## src/rtl/censor_word_tokenizer_if.sv

```systemverilog
// Bundle of the tokenizer's byte-stream input, hasher drive/feedback and word-record output.
// The slave modport is the tokenizer's view; master is the surrounding environment.
interface censor_word_tokenizer_if #(
  parameter int LEN_W  = 6,
  parameter int OFFS_W = 12
);
  logic [7:0]        s_tdata;
  logic              s_tvalid;
  logic              s_tlast;
  logic              s_tready;
  logic              hash_en;
  logic              hash_init;
  logic [7:0]        hash_char;
  logic [7:0]        hash_in;
  logic              m_valid;
  logic              m_ready;
  logic [7:0]        m_hash;
  logic [LEN_W-1:0]  m_len;
  logic [OFFS_W-1:0] m_start;
  logic              m_long;
  logic              m_last;

  modport slave (
    input  s_tdata, s_tvalid, s_tlast, hash_in, m_ready,
    output s_tready, hash_en, hash_init, hash_char,
           m_valid, m_hash, m_len, m_start, m_long, m_last
  );

  modport master (
    output s_tdata, s_tvalid, s_tlast, hash_in, m_ready,
    input  s_tready, hash_en, hash_init, hash_char,
           m_valid, m_hash, m_len, m_start, m_long, m_last
  );
endinterface

```

## src/rtl/censor_word_tokenizer.sv

```systemverilog
// Splits a byte stream into words, feeds word characters to an external Pearson hasher
// and emits one record (hash, length, start offset, flags) per word or end-of-packet marker.
module censor_word_tokenizer #(
  parameter int LEN_W          = 6,
  parameter int OFFS_W         = 12,
  parameter int CASE_FOLD      = 1,
  parameter int DIGITS_IN_WORD = 0
) (
  input logic                   clock,
  input logic                   reset_n,
  censor_word_tokenizer_if.slave bus
);
  typedef enum logic [1:0] {IDLE, WORD, EMIT} state_t;

  localparam logic [LEN_W-1:0]  LEN_MAX  = '1;
  localparam logic [OFFS_W-1:0] OFFS_MAX = '1;

  state_t            state, state_next;
  logic [LEN_W-1:0]  len_q;
  logic [OFFS_W-1:0] start_q;
  logic [OFFS_W-1:0] offset_q;
  logic              long_q;
  logic              last_q;
  logic              ready;
  logic              acc;
  logic              word_char;
  logic [7:0]        folded;
  logic              hash_en;
  logic              hash_init;
  logic [7:0]        hash_char;

  function automatic logic is_word_char(input logic [7:0] c);
    logic r;
    r = (c >= 8'h61 && c <= 8'h7A) || (c >= 8'h41 && c <= 8'h5A);
    if (DIGITS_IN_WORD != 0 && c >= 8'h30 && c <= 8'h39)
      r = 1'b1;
    return r;
  endfunction

  function automatic logic [7:0] fold_char(input logic [7:0] c);
    if (CASE_FOLD != 0 && c >= 8'h41 && c <= 8'h5A)
      return c | 8'h20;
    return c;
  endfunction

  assign ready     = reset_n && (state != EMIT);
  assign acc       = bus.s_tvalid && ready;
  assign word_char = is_word_char(bus.s_tdata);
  assign folded    = fold_char(bus.s_tdata);

  always_comb begin
    state_next = state;
    hash_en    = 1'b0;
    hash_init  = 1'b0;
    hash_char  = 8'h00;
    case (state)
      IDLE: begin
        if (acc && word_char) begin
          hash_en    = 1'b1;
          hash_char  = folded;
          state_next = bus.s_tlast ? EMIT : WORD;
        end else begin
          // Keep the hasher pinned at zero between words.
          hash_en   = 1'b1;
          hash_init = 1'b1;
          if (acc && bus.s_tlast)
            state_next = EMIT;
        end
      end
      WORD: begin
        if (acc) begin
          if (word_char) begin
            hash_en   = 1'b1;
            hash_char = folded;
            if (bus.s_tlast)
              state_next = EMIT;
          end else begin
            state_next = EMIT;
          end
        end
      end
      EMIT: begin
        if (bus.m_ready) begin
          hash_en    = 1'b1;
          hash_init  = 1'b1;
          state_next = IDLE;
        end
      end
      default: state_next = IDLE;
    endcase
    if (!reset_n) begin
      hash_en   = 1'b1;
      hash_init = 1'b1;
      hash_char = 8'h00;
    end
  end

  always_ff @(posedge clock or negedge reset_n) begin
    if (!reset_n) begin
      state    <= IDLE;
      len_q    <= '0;
      start_q  <= '0;
      offset_q <= '0;
      long_q   <= 1'b0;
      last_q   <= 1'b0;
    end else begin
      state <= state_next;
      if (acc) begin
        if (bus.s_tlast)
          offset_q <= '0;
        else if (offset_q != OFFS_MAX)
          offset_q <= offset_q + 1'b1;
      end
      case (state)
        IDLE: begin
          if (acc && word_char) begin
            len_q   <= {{(LEN_W-1){1'b0}}, 1'b1};
            start_q <= offset_q;
            long_q  <= 1'b0;
            last_q  <= bus.s_tlast;
          end else if (acc && bus.s_tlast) begin
            len_q   <= '0;
            start_q <= offset_q;
            long_q  <= 1'b0;
            last_q  <= 1'b1;
          end
        end
        WORD: begin
          if (acc) begin
            if (word_char) begin
              if (len_q == LEN_MAX)
                long_q <= 1'b1;
              else
                len_q <= len_q + 1'b1;
            end
            last_q <= bus.s_tlast;
          end
        end
        EMIT: begin
          if (bus.m_ready) begin
            len_q  <= '0;
            long_q <= 1'b0;
            last_q <= 1'b0;
          end
        end
        default: ;
      endcase
    end
  end

  assign bus.s_tready  = ready;
  assign bus.hash_en   = hash_en;
  assign bus.hash_init = hash_init;
  assign bus.hash_char = hash_char;
  assign bus.m_valid   = (state == EMIT);
  assign bus.m_hash    = bus.hash_in;
  assign bus.m_len     = len_q;
  assign bus.m_start   = start_q;
  assign bus.m_long    = long_q;
  assign bus.m_last    = last_q;
endmodule

```

## src/flat_wrapper.sv

```systemverilog
// flat-port wrapper written by rule: the top's interface ports become plain ports
module censor_word_tokenizer_flat 
#(
  parameter int LEN_W          = 6,
  parameter int OFFS_W         = 12,
  parameter int CASE_FOLD      = 1,
  parameter int DIGITS_IN_WORD = 0
)
  (clock, reset_n, bus_s_tdata, bus_s_tvalid, bus_s_tlast, bus_hash_in, bus_m_ready, bus_s_tready, bus_hash_en, bus_hash_init, bus_hash_char, bus_m_valid, bus_m_hash, bus_m_len, bus_m_start, bus_m_long, bus_m_last);
  censor_word_tokenizer_if #(.LEN_W(LEN_W), .OFFS_W(OFFS_W)) bus_i ();
  input logic clock;
  input logic reset_n;
  input wire logic [$bits(bus_i.s_tdata)-1:0] bus_s_tdata;
  input wire logic [$bits(bus_i.s_tvalid)-1:0] bus_s_tvalid;
  input wire logic [$bits(bus_i.s_tlast)-1:0] bus_s_tlast;
  input wire logic [$bits(bus_i.hash_in)-1:0] bus_hash_in;
  input wire logic [$bits(bus_i.m_ready)-1:0] bus_m_ready;
  output wire logic [$bits(bus_i.s_tready)-1:0] bus_s_tready;
  output wire logic [$bits(bus_i.hash_en)-1:0] bus_hash_en;
  output wire logic [$bits(bus_i.hash_init)-1:0] bus_hash_init;
  output wire logic [$bits(bus_i.hash_char)-1:0] bus_hash_char;
  output wire logic [$bits(bus_i.m_valid)-1:0] bus_m_valid;
  output wire logic [$bits(bus_i.m_hash)-1:0] bus_m_hash;
  output wire logic [$bits(bus_i.m_len)-1:0] bus_m_len;
  output wire logic [$bits(bus_i.m_start)-1:0] bus_m_start;
  output wire logic [$bits(bus_i.m_long)-1:0] bus_m_long;
  output wire logic [$bits(bus_i.m_last)-1:0] bus_m_last;
  assign bus_i.s_tdata = bus_s_tdata;
  assign bus_i.s_tvalid = bus_s_tvalid;
  assign bus_i.s_tlast = bus_s_tlast;
  assign bus_i.hash_in = bus_hash_in;
  assign bus_i.m_ready = bus_m_ready;
  assign bus_s_tready = bus_i.s_tready;
  assign bus_hash_en = bus_i.hash_en;
  assign bus_hash_init = bus_i.hash_init;
  assign bus_hash_char = bus_i.hash_char;
  assign bus_m_valid = bus_i.m_valid;
  assign bus_m_hash = bus_i.m_hash;
  assign bus_m_len = bus_i.m_len;
  assign bus_m_start = bus_i.m_start;
  assign bus_m_long = bus_i.m_long;
  assign bus_m_last = bus_i.m_last;
  censor_word_tokenizer #(.LEN_W(LEN_W), .OFFS_W(OFFS_W), .CASE_FOLD(CASE_FOLD), .DIGITS_IN_WORD(DIGITS_IN_WORD)) u_core (.clock(clock), .reset_n(reset_n), .bus(bus_i));
endmodule
```

## config.mk

```make
export PLATFORM = sky130hd
export DESIGN_NAME = censor_word_tokenizer_flat
export DESIGN_NICKNAME = d
export VERILOG_FILES = /design/src/rtl/censor_word_tokenizer_if.sv /design/src/rtl/censor_word_tokenizer.sv /design/src/flat_wrapper.sv
export SDC_FILE = /design/constraint.sdc
export NUM_CORES = 1
export LEC_CHECK = 0
export CAP_MARGIN = 20
export CORE_MARGIN = 1.5
export CORE_UTILIZATION = 43
export CTS_CLUSTER_SIZE = 28
export DETAILED_ROUTE_END_ITERATION = 8
export PLACE_DENSITY = 0.77
export SETUP_SLACK_MARGIN = 0.15
export SLEW_MARGIN = 10
export SYNTH_ARGS = -nofsm -noshare
export SYNTH_HDL_FRONTEND = slang
export SYNTH_SLANG_ARGS = --single-unit
```

## constraint.sdc

```tcl
create_clock -name clock -period 2 [get_ports clock]
set_input_delay 0.4 -clock clock [delete_from_list [all_inputs] [get_ports clock]]
set_output_delay 0.4 -clock clock [all_outputs]
set_load 0.05 [all_outputs]
```

==> results by group, run 1 <==
Status
  • Run status: finished with violations
  • Failing checks: negative setup slack

Critical path
  • Critical path endpoint category: flip-flop
  • Kind of cell adding the most delay to the critical path: buffers and inverters
  • Reg2Reg Depth: 12
  • Ordered list of cells on the worst path: inv_2, buf_4, ha_4, nor2_4, nor3b_4, buf_4, buf_6, buf_6, a22oi_4, nand2b_4, buf_4, mux2_4
  • Flop-to-flop setup slack: -240 ps
  • CP bufs+invs: 6
  • Reg2Reg Launch Point: u_core.state[0]
  • CP Launch Type: flip-flop
  • CP Capture Point: u_core.bus.m_len[0]
  • Worst Setup SP: u_core.state[0]
  • Req. time, crit path: 2180 ps
  • Slowest CP cell: dfrtp_1
  • RR Endpoint: u_core.bus.m_len[0]
  • CP peak stage delay: 390 ps
  • Crit Path Class: reg -> reg
  • Worst path most repeated cell: buf_4
  • Stages on worst setup path: 12
  • Crit path max fanout: 4
  • Crit path DAT: 2420 ps

STA
  • Fin Setup TNS: -3910 ps
  • Worst Skew: 9.33 ps
  • Pins Over Slew Limit: 0
  • RSZ-0062 raised after global routing: true
  • Final Worst Setup Slack: -242 ps
  • Slew @ Worst Pin: 513 ps
  • Final setup violation count: 35
  • Min cycle time layout: 2240 ps
  • FMAX: 0.446 GHz
  • Final hold violations: 0
  • Period utilisation layout: 112%
  • Slew margin rel.: 65.7%

Synth
  • Asr flop ratio synth: 100%
  • Area leader, netlist: dfrtp_1
  • Seq/Total Area, Yosys: 41.2%
  • Synth Area in Simple Gates: 23.5%
  • #FFs+latches synth: 34
  • Post-Synth Adder-Cell Area: 3.64%
  • YS warnings: 0
  • Predominant post-synthesis flop cell: dfrtp_1
  • Synth top area share: 41.2%
  • Top cells by area, synth: dfrtp_1, mux2_4, nand2_1
  • Post-synthesis compound-gate area fraction: 12.7%
  • Mapped Area: 0.00206 mm2
  • Syn Inst Count: 203
  • Syn Nets: 230
  • Mux cell area share after synthesis: 10.0%
  • Synth Area in XOR/XNOR: 2.55%
  • Main combinational cell family by area after synthesis: simple AND/OR/NAND/NOR gates
  • EDFF count, synth: 0
  • Syn Area/Cell: 10.2 um2
  • Synth cell types: 48

Clock network
  • Clock Latency Late Sink: 300 ps
  • Maximum root-to-sink buffer count: 2
  • Hold-fix buffers at CTS: 0
  • Clk sinks: 34
  • H-tree level count: 2
  • CTS Buf Count: 5
  • CTS tree: yes
  • Clk pin slew, worst setup/hold paths: 80 ps
  • Root Buffer: clkbuf_8

Floorplanning
  • # rows: 25
  • Die area: 0.00523 mm2
  • Boundary Pins: 61
  • Core Area: 0.00466 mm2
  • Die X: 72.3 um
  • Chip Height: 72.3 um
  • Initial core utilization: 44.3%

Route
  • Mean routed wirelength per cell: 19.3 um
  • Metal2 WL: 3450 um
  • Antenna-violating nets left: 0
  • Drt pass-1 iters: 4
  • # DRC: 0
  • Metal3 WL: 352 um
  • Met1 Wirelength: 2830 um
  • DR top layer: met4
  • Final WL: 6900 um
  • Initial drt markers: 149
  • DR vias: 2110
  • Via density: 5.91

Pwr
  • Pleak: 1.67 nW
  • Comb power frac: 56.7%
  • Power per standard cell area: 998 mW/mm2
  • Sw power: 1.48 mW
  • Clock power frac: 15.6%
  • Worst vdd ir: 0.000533 V
  • Internal: 1.98 mW
  • Total power: 3.46 mW
  • Seq pwr share: 27.7%
  • Switching share of power: 42.7%

Placed design
  • Pre-CTS WS: -701 ps
  • GPL Wtd Cong: 0.913
  • Cells after DPL: 324
  • Port Buffers: 42
  • Post-DP HPWL: 3590 um

Final layout
  • Layout cells sized above 1: 52.1%
  • Commonest cells after routing, fill and taps aside: buf_4, dfrtp_1, buf_6
  • Ant. Diodes: 0
  • Non-filler cells, final: 357
  • Filler cells: 268
  • Area delta synth->final: 67.8%
  • Nets: 329
  • Most common cell after layout, fill and taps aside: buf_4

Global routing
  • Vias in the first global route: 1897
  • Largest net degree at the start of global routing: 33
  • Gr ovfl total: 0
  • Gr usage total: 22.2%
  • First-pass GRT wire length: 9000 um
  • Initial antenna violation count: 0

Run
  • MaxCap Viol Count: 0

Worst hold path
  • Hold Path Class: in -> async
## Yosys cell counts, drive strengths merged, types with 4 or more instances
library cell,number
dfrtp,34
nand2,22
mux2,15
nor2,13
buf,11
nand3,9
o21ai,9
and3,8
a21oi,7
nor3,7
ha,6
inv,5
or3,5
clkbuf,4
nand4,4
nor2b,4
## routing by layer
metal / GRT usage (%) / vias to the layer above
met5: 0 / -
met4: 7.76 / 0
met3: 4.44 / 29
met2: 36.8 / 88
met1: 29.1 / 1063
li1: - / 930
## state kept, by name (all words and copies together), names as in the netlist
| name | flops |
|---|---|
| u_core.bus.m_last | 1 |
| u_core.bus.m_len | 6 |
| u_core.bus.m_long | 1 |
| u_core.bus.m_start | 12 |
| u_core.offset_q | 12 |
| u_core.state | 2 |
## cells by family (layout without fill, tap and decap cells)
group / after synthesis / in the layout
other: 1 / 1
adder cells (fa/ha/maj): 6 / 6
AO/OA/AOI/OAI: 34 / 35
flip-flops: 34 / 34
buffers and inverters: 20 / 119
multiplexers: 15 / 15
AND/OR/NAND/NOR: 87 / 87
XOR/XNOR: 6 / 6
## cell type report
| type | count | area, um2 | area share (%) |
|---|---|---|---|
| multi-input cells | 150 | 1410 | 40.6 |
| repair buffers | 106 | 1030 | 29.6 |
| flip-flops and latches | 34 | 852 | 24.6 |
| clock buffers | 6 | 82.6 | 2.38 |
| well taps | 54 | 67.6 | 1.95 |
| inverters | 5 | 18.8 | 0.542 |
| clock inverters | 2 | 12.5 | 0.361 |
## power by group through the flow
stage	Sequential (mW)	Clock [mW]	Combinational, mW
final	0.957	0.540	1.96
after floorplan	1.24	0	0.754
after detailed placement	0.952	0	1.62
after global placement	0.947	0	1.59
after CTS	0.941	0.544	1.73
after global routing	0.969	0.569	2.05
## worst min path at each step
| stage | start | end | slack, ps | cells past startpoint |
|---|---|---|---|---|
| 2_1_floorplan | reset_n | u_core.bus.m_last | 100 | 0 |
| 3_3_place_gp | reset_n | u_core.state[1] | 390 | 2 |
| 3_5_place_dp | reset_n | u_core.state[1] | 380 | 2 |
| 4_1_cts | reset_n | u_core.state[1] | 70 | 2 |
| 5_1_grt | reset_n | u_core.state[1] | 90 | 2 |
| 6_report | reset_n | u_core.state[0] | 70 | 2 |
## what timing repair did
item,CTS,global route
setup endpoints to repair,56,47
buffers inserted,17,7
pin swaps,15,20
gates resized for setup,62,48
cloned,0,1
## through the flow
step                util [%]  hold slack [ps]  cell area [um2]
detailed placement      61.4              383             2860
CTS                     68.6             72.5             3200
global route            74.3             88.3             3460
finish                  74.3             69.4             3460
global placement        61.4              388             2860
floorplan                  -              104             2140
Power figures use the tool's default switching activity.
==> run 2, diff against run 1 <==
TNS_END_PERCENT = 10   (was unset)
==> results by group, run 2 (synthesized netlist as in run 1, its figures left out) <==
Final layout
  • Most common cell after layout, fill and taps aside: buf_4
  • Commonest cells after routing, fill and taps aside: buf_4, dfrtp_1, nand2_1
  • Non-filler cells, final: 345 (-3.4%)
  • Nets: 318 (-3.3%)
  • Area delta synth->final: 58.0%
  • Layout cells sized above 1: 46.7% (-5.4 points)
  • Ant. Diodes: 0 (unchanged)

Global routing
  • Initial antenna violation count: 0 (unchanged)
  • Largest net degree at the start of global routing: 38 (+15%)
  • Gr usage total: 21.7% (-0.53 points)
  • Vias in the first global route: 1842 (-2.9%)
  • First-pass GRT wire length: 8720 um (-3.1%)
  • Gr ovfl total: 0 (unchanged)

Route
  • Initial drt markers: 73 (-51%)
  • Via density: 5.49 (-7.1%)
  • # DRC: 0 (unchanged)
  • Antenna-violating nets left: 0 (unchanged)
  • Drt pass-1 iters: 4 (unchanged)
  • Final WL: 5610 um (-19%)
  • Mean routed wirelength per cell: 16.3 um (-16%)
  • DR vias: 1894 (-10%)

STA
  • Pins Over Slew Limit: 0 (unchanged)
  • Final setup violation count: 30 (-14%)
  • Hold WS: 230 ps (+161 ps)
  • Slew @ Worst Pin: 591 ps (+78.2 ps)
  • Final hold violations: 0 (unchanged)
  • Worst Skew: 5.71 ps (-3.62 ps)
  • RSZ-0062 raised after global routing: true
  • FMAX: 0.451 GHz (+1.2%)
  • Period utilisation layout: 111% (-1.3 points)
  • Final Worst Setup Slack: -217 ps (+25.8 ps)
  • Min cycle time layout: 2220 ps (-25.8 ps)
  • Slew margin rel.: 60.5% (-5.2 points)

Floorplanning
  • Chip Height: 72.3 um (unchanged)
  • Die X: 72.3 um (unchanged)
  • Core Area: 0.00466 mm2 (unchanged)
  • Die area: 0.00523 mm2 (unchanged)
  • Initial core utilization: 44.3% (unchanged)
  • # rows: 25 (unchanged)
  • Boundary Pins: 61 (unchanged)

Critical path
  • CP Launch Type: flip-flop
  • Crit Path Class: reg -> out
  • Critical path endpoint category: output port
  • Slowest CP cell: dfrtp_1
  • Req. time, crit path: 1600 ps (-580 ps)
  • Ordered list of cells on the worst path: inv_2, ha_4, and3b_2, nand2_2, nor2_2, a221oi_2, o21ai_4, buf_6
  • Crit path max fanout: 3 (-1)
  • CP peak stage delay: 390 ps (about the same)
  • Flop-to-flop setup slack: -180 ps (+60 ps)
  • Crit path DAT: 1820 ps (-600 ps)

Clock network
  • Maximum root-to-sink buffer count: 2 (unchanged)
  • CTS tree: yes
  • Hold-fix buffers at CTS: 0 (unchanged)
  • CTS Buf Count: 5 (unchanged)
  • Clock Latency Late Sink: 280 ps (-20 ps)
  • Root Buffer: clkbuf_8
  • Clk pin slew, worst setup/hold paths: 70 ps (about the same)
  • H-tree level count: 2 (unchanged)
  • Clk sinks: 34 (unchanged)

Run
  • MaxCap Viol Count: 0 (unchanged)

Status
  • Failing checks: negative setup slack
  • Run status: finished with violations

Pwr
  • Power per standard cell area: 1040 mW/mm2 (+4.7%)
  • Pleak: 1.64 nW (-2.2%)
  • Worst vdd ir: 0.000751 V (+41%)

Worst hold path
  • Hold Path Class: in -> async

Placed design
  • Cells after DPL: 329 (+1.5%)
  • Post-DP HPWL: 3740 um (+3.9%)
  • Port Buffers: 42 (unchanged)
  • GPL Wtd Cong: 0.925 (+1.3%)
## run 2: changes by cell type in the layout (fill, tap and decap cells not counted), moves of 2 or more
cell,change
buf_6,-15
dlygate4sd2_1,-4
a21oi_1,+3
a21oi_2,-3
buf_4,+3
dlymetal6s2s_1,+3
clkdlybuf4s50_1,+2
nand2_4,-2
nor2_2,+2
nor2_4,-2
or3_1,+2
or3_4,-2
## run 2: layout make-up
| type | instances | area, um2 |
|---|---|---|
| fill | 341 | 1400 |
| multi-input combinational | 149 | 1300 |
| timing repair buffer | 96 | 911 |
| sequential | 34 | 851 |
| clock buffer | 6 | 82.6 |
| tap | 54 | 67.6 |
| clock inverter | 1 | 30.0 |
| inverter | 5 | 18.8 |
## run 2: worst paths after layout
check / from / endpoint / cells after the start
worst max-delay path: u_core.state[0] / bus_hash_en / 8
worst min-delay path: reset_n / u_core.bus.m_len[2] / 2
worst max register to register: u_core.state[1] / u_core.bus.m_start[1] / 7
worst min register to register: u_core.bus.m_long / u_core.bus.m_long / 1
max in group asynchronous: reset_n / u_core.bus.m_len[3] / 2
min in group clock: u_core.bus.m_long / u_core.bus.m_long / 1
## run 2: metal layers
| metal | vias up | global-route usage [%] | wire (um) |
|---|---|---|---|
| met5 | - | 0 | 0 |
| met4 | 0 | 6.92 | 104 |
| met3 | 10 | 4.03 | 286 |
| met2 | 56 | 38.3 | 2930 |
| met1 | 927 | 26.9 | 2290 |
| li1 | 901 | - | - |
## run 2: worst max-delay path, delay by kind of cell (launching register included)
kind / cells / cell delay (ps)
compound gates: 2 / 360
simple gates: 3 / 370
flops: 1 / 390
fa+ha+maj: 1 / 150
buf+inv: 2 / 260
## run 2: power breakdown
group          switching, mW  internal (mW)  total [mW]
clock network          0.237          0.398       0.636
registers              0.108          0.824       0.933
logic                   1.00          0.835        1.84
total                   1.35           2.06        3.41
## run 2: per-stage QoR
step	area, um2	TNS [ps]	setup WS [ps]	util (%)	power [mW]
2_1_floorplan	2130	-435	-51.8	-	1.98
3_3_place_gp	2910	-15310	-655	62.3	2.63
3_5_place_dp	2910	-15870	-676	62.3	2.65
4_1_cts	3130	-1730	-212	67.1	3.37
5_1_grt	3260	-5280	-262	70.0	3.56
6_report	3260	-3680	-217	70.0	3.41
## run 2: timing repair
action	CTS	global route
pin swaps	21	10
resized for setup	52	29
endpoints found under the hold margin	0	0
buffers inserted	5	4
endpoints found under the setup margin	48	52
==> run 3, diff against run 2 <==
CAP_MARGIN = unset   (was 20)
==> results of run 3 <==
Final layout, timing and power as in run 2 (identical DEF).
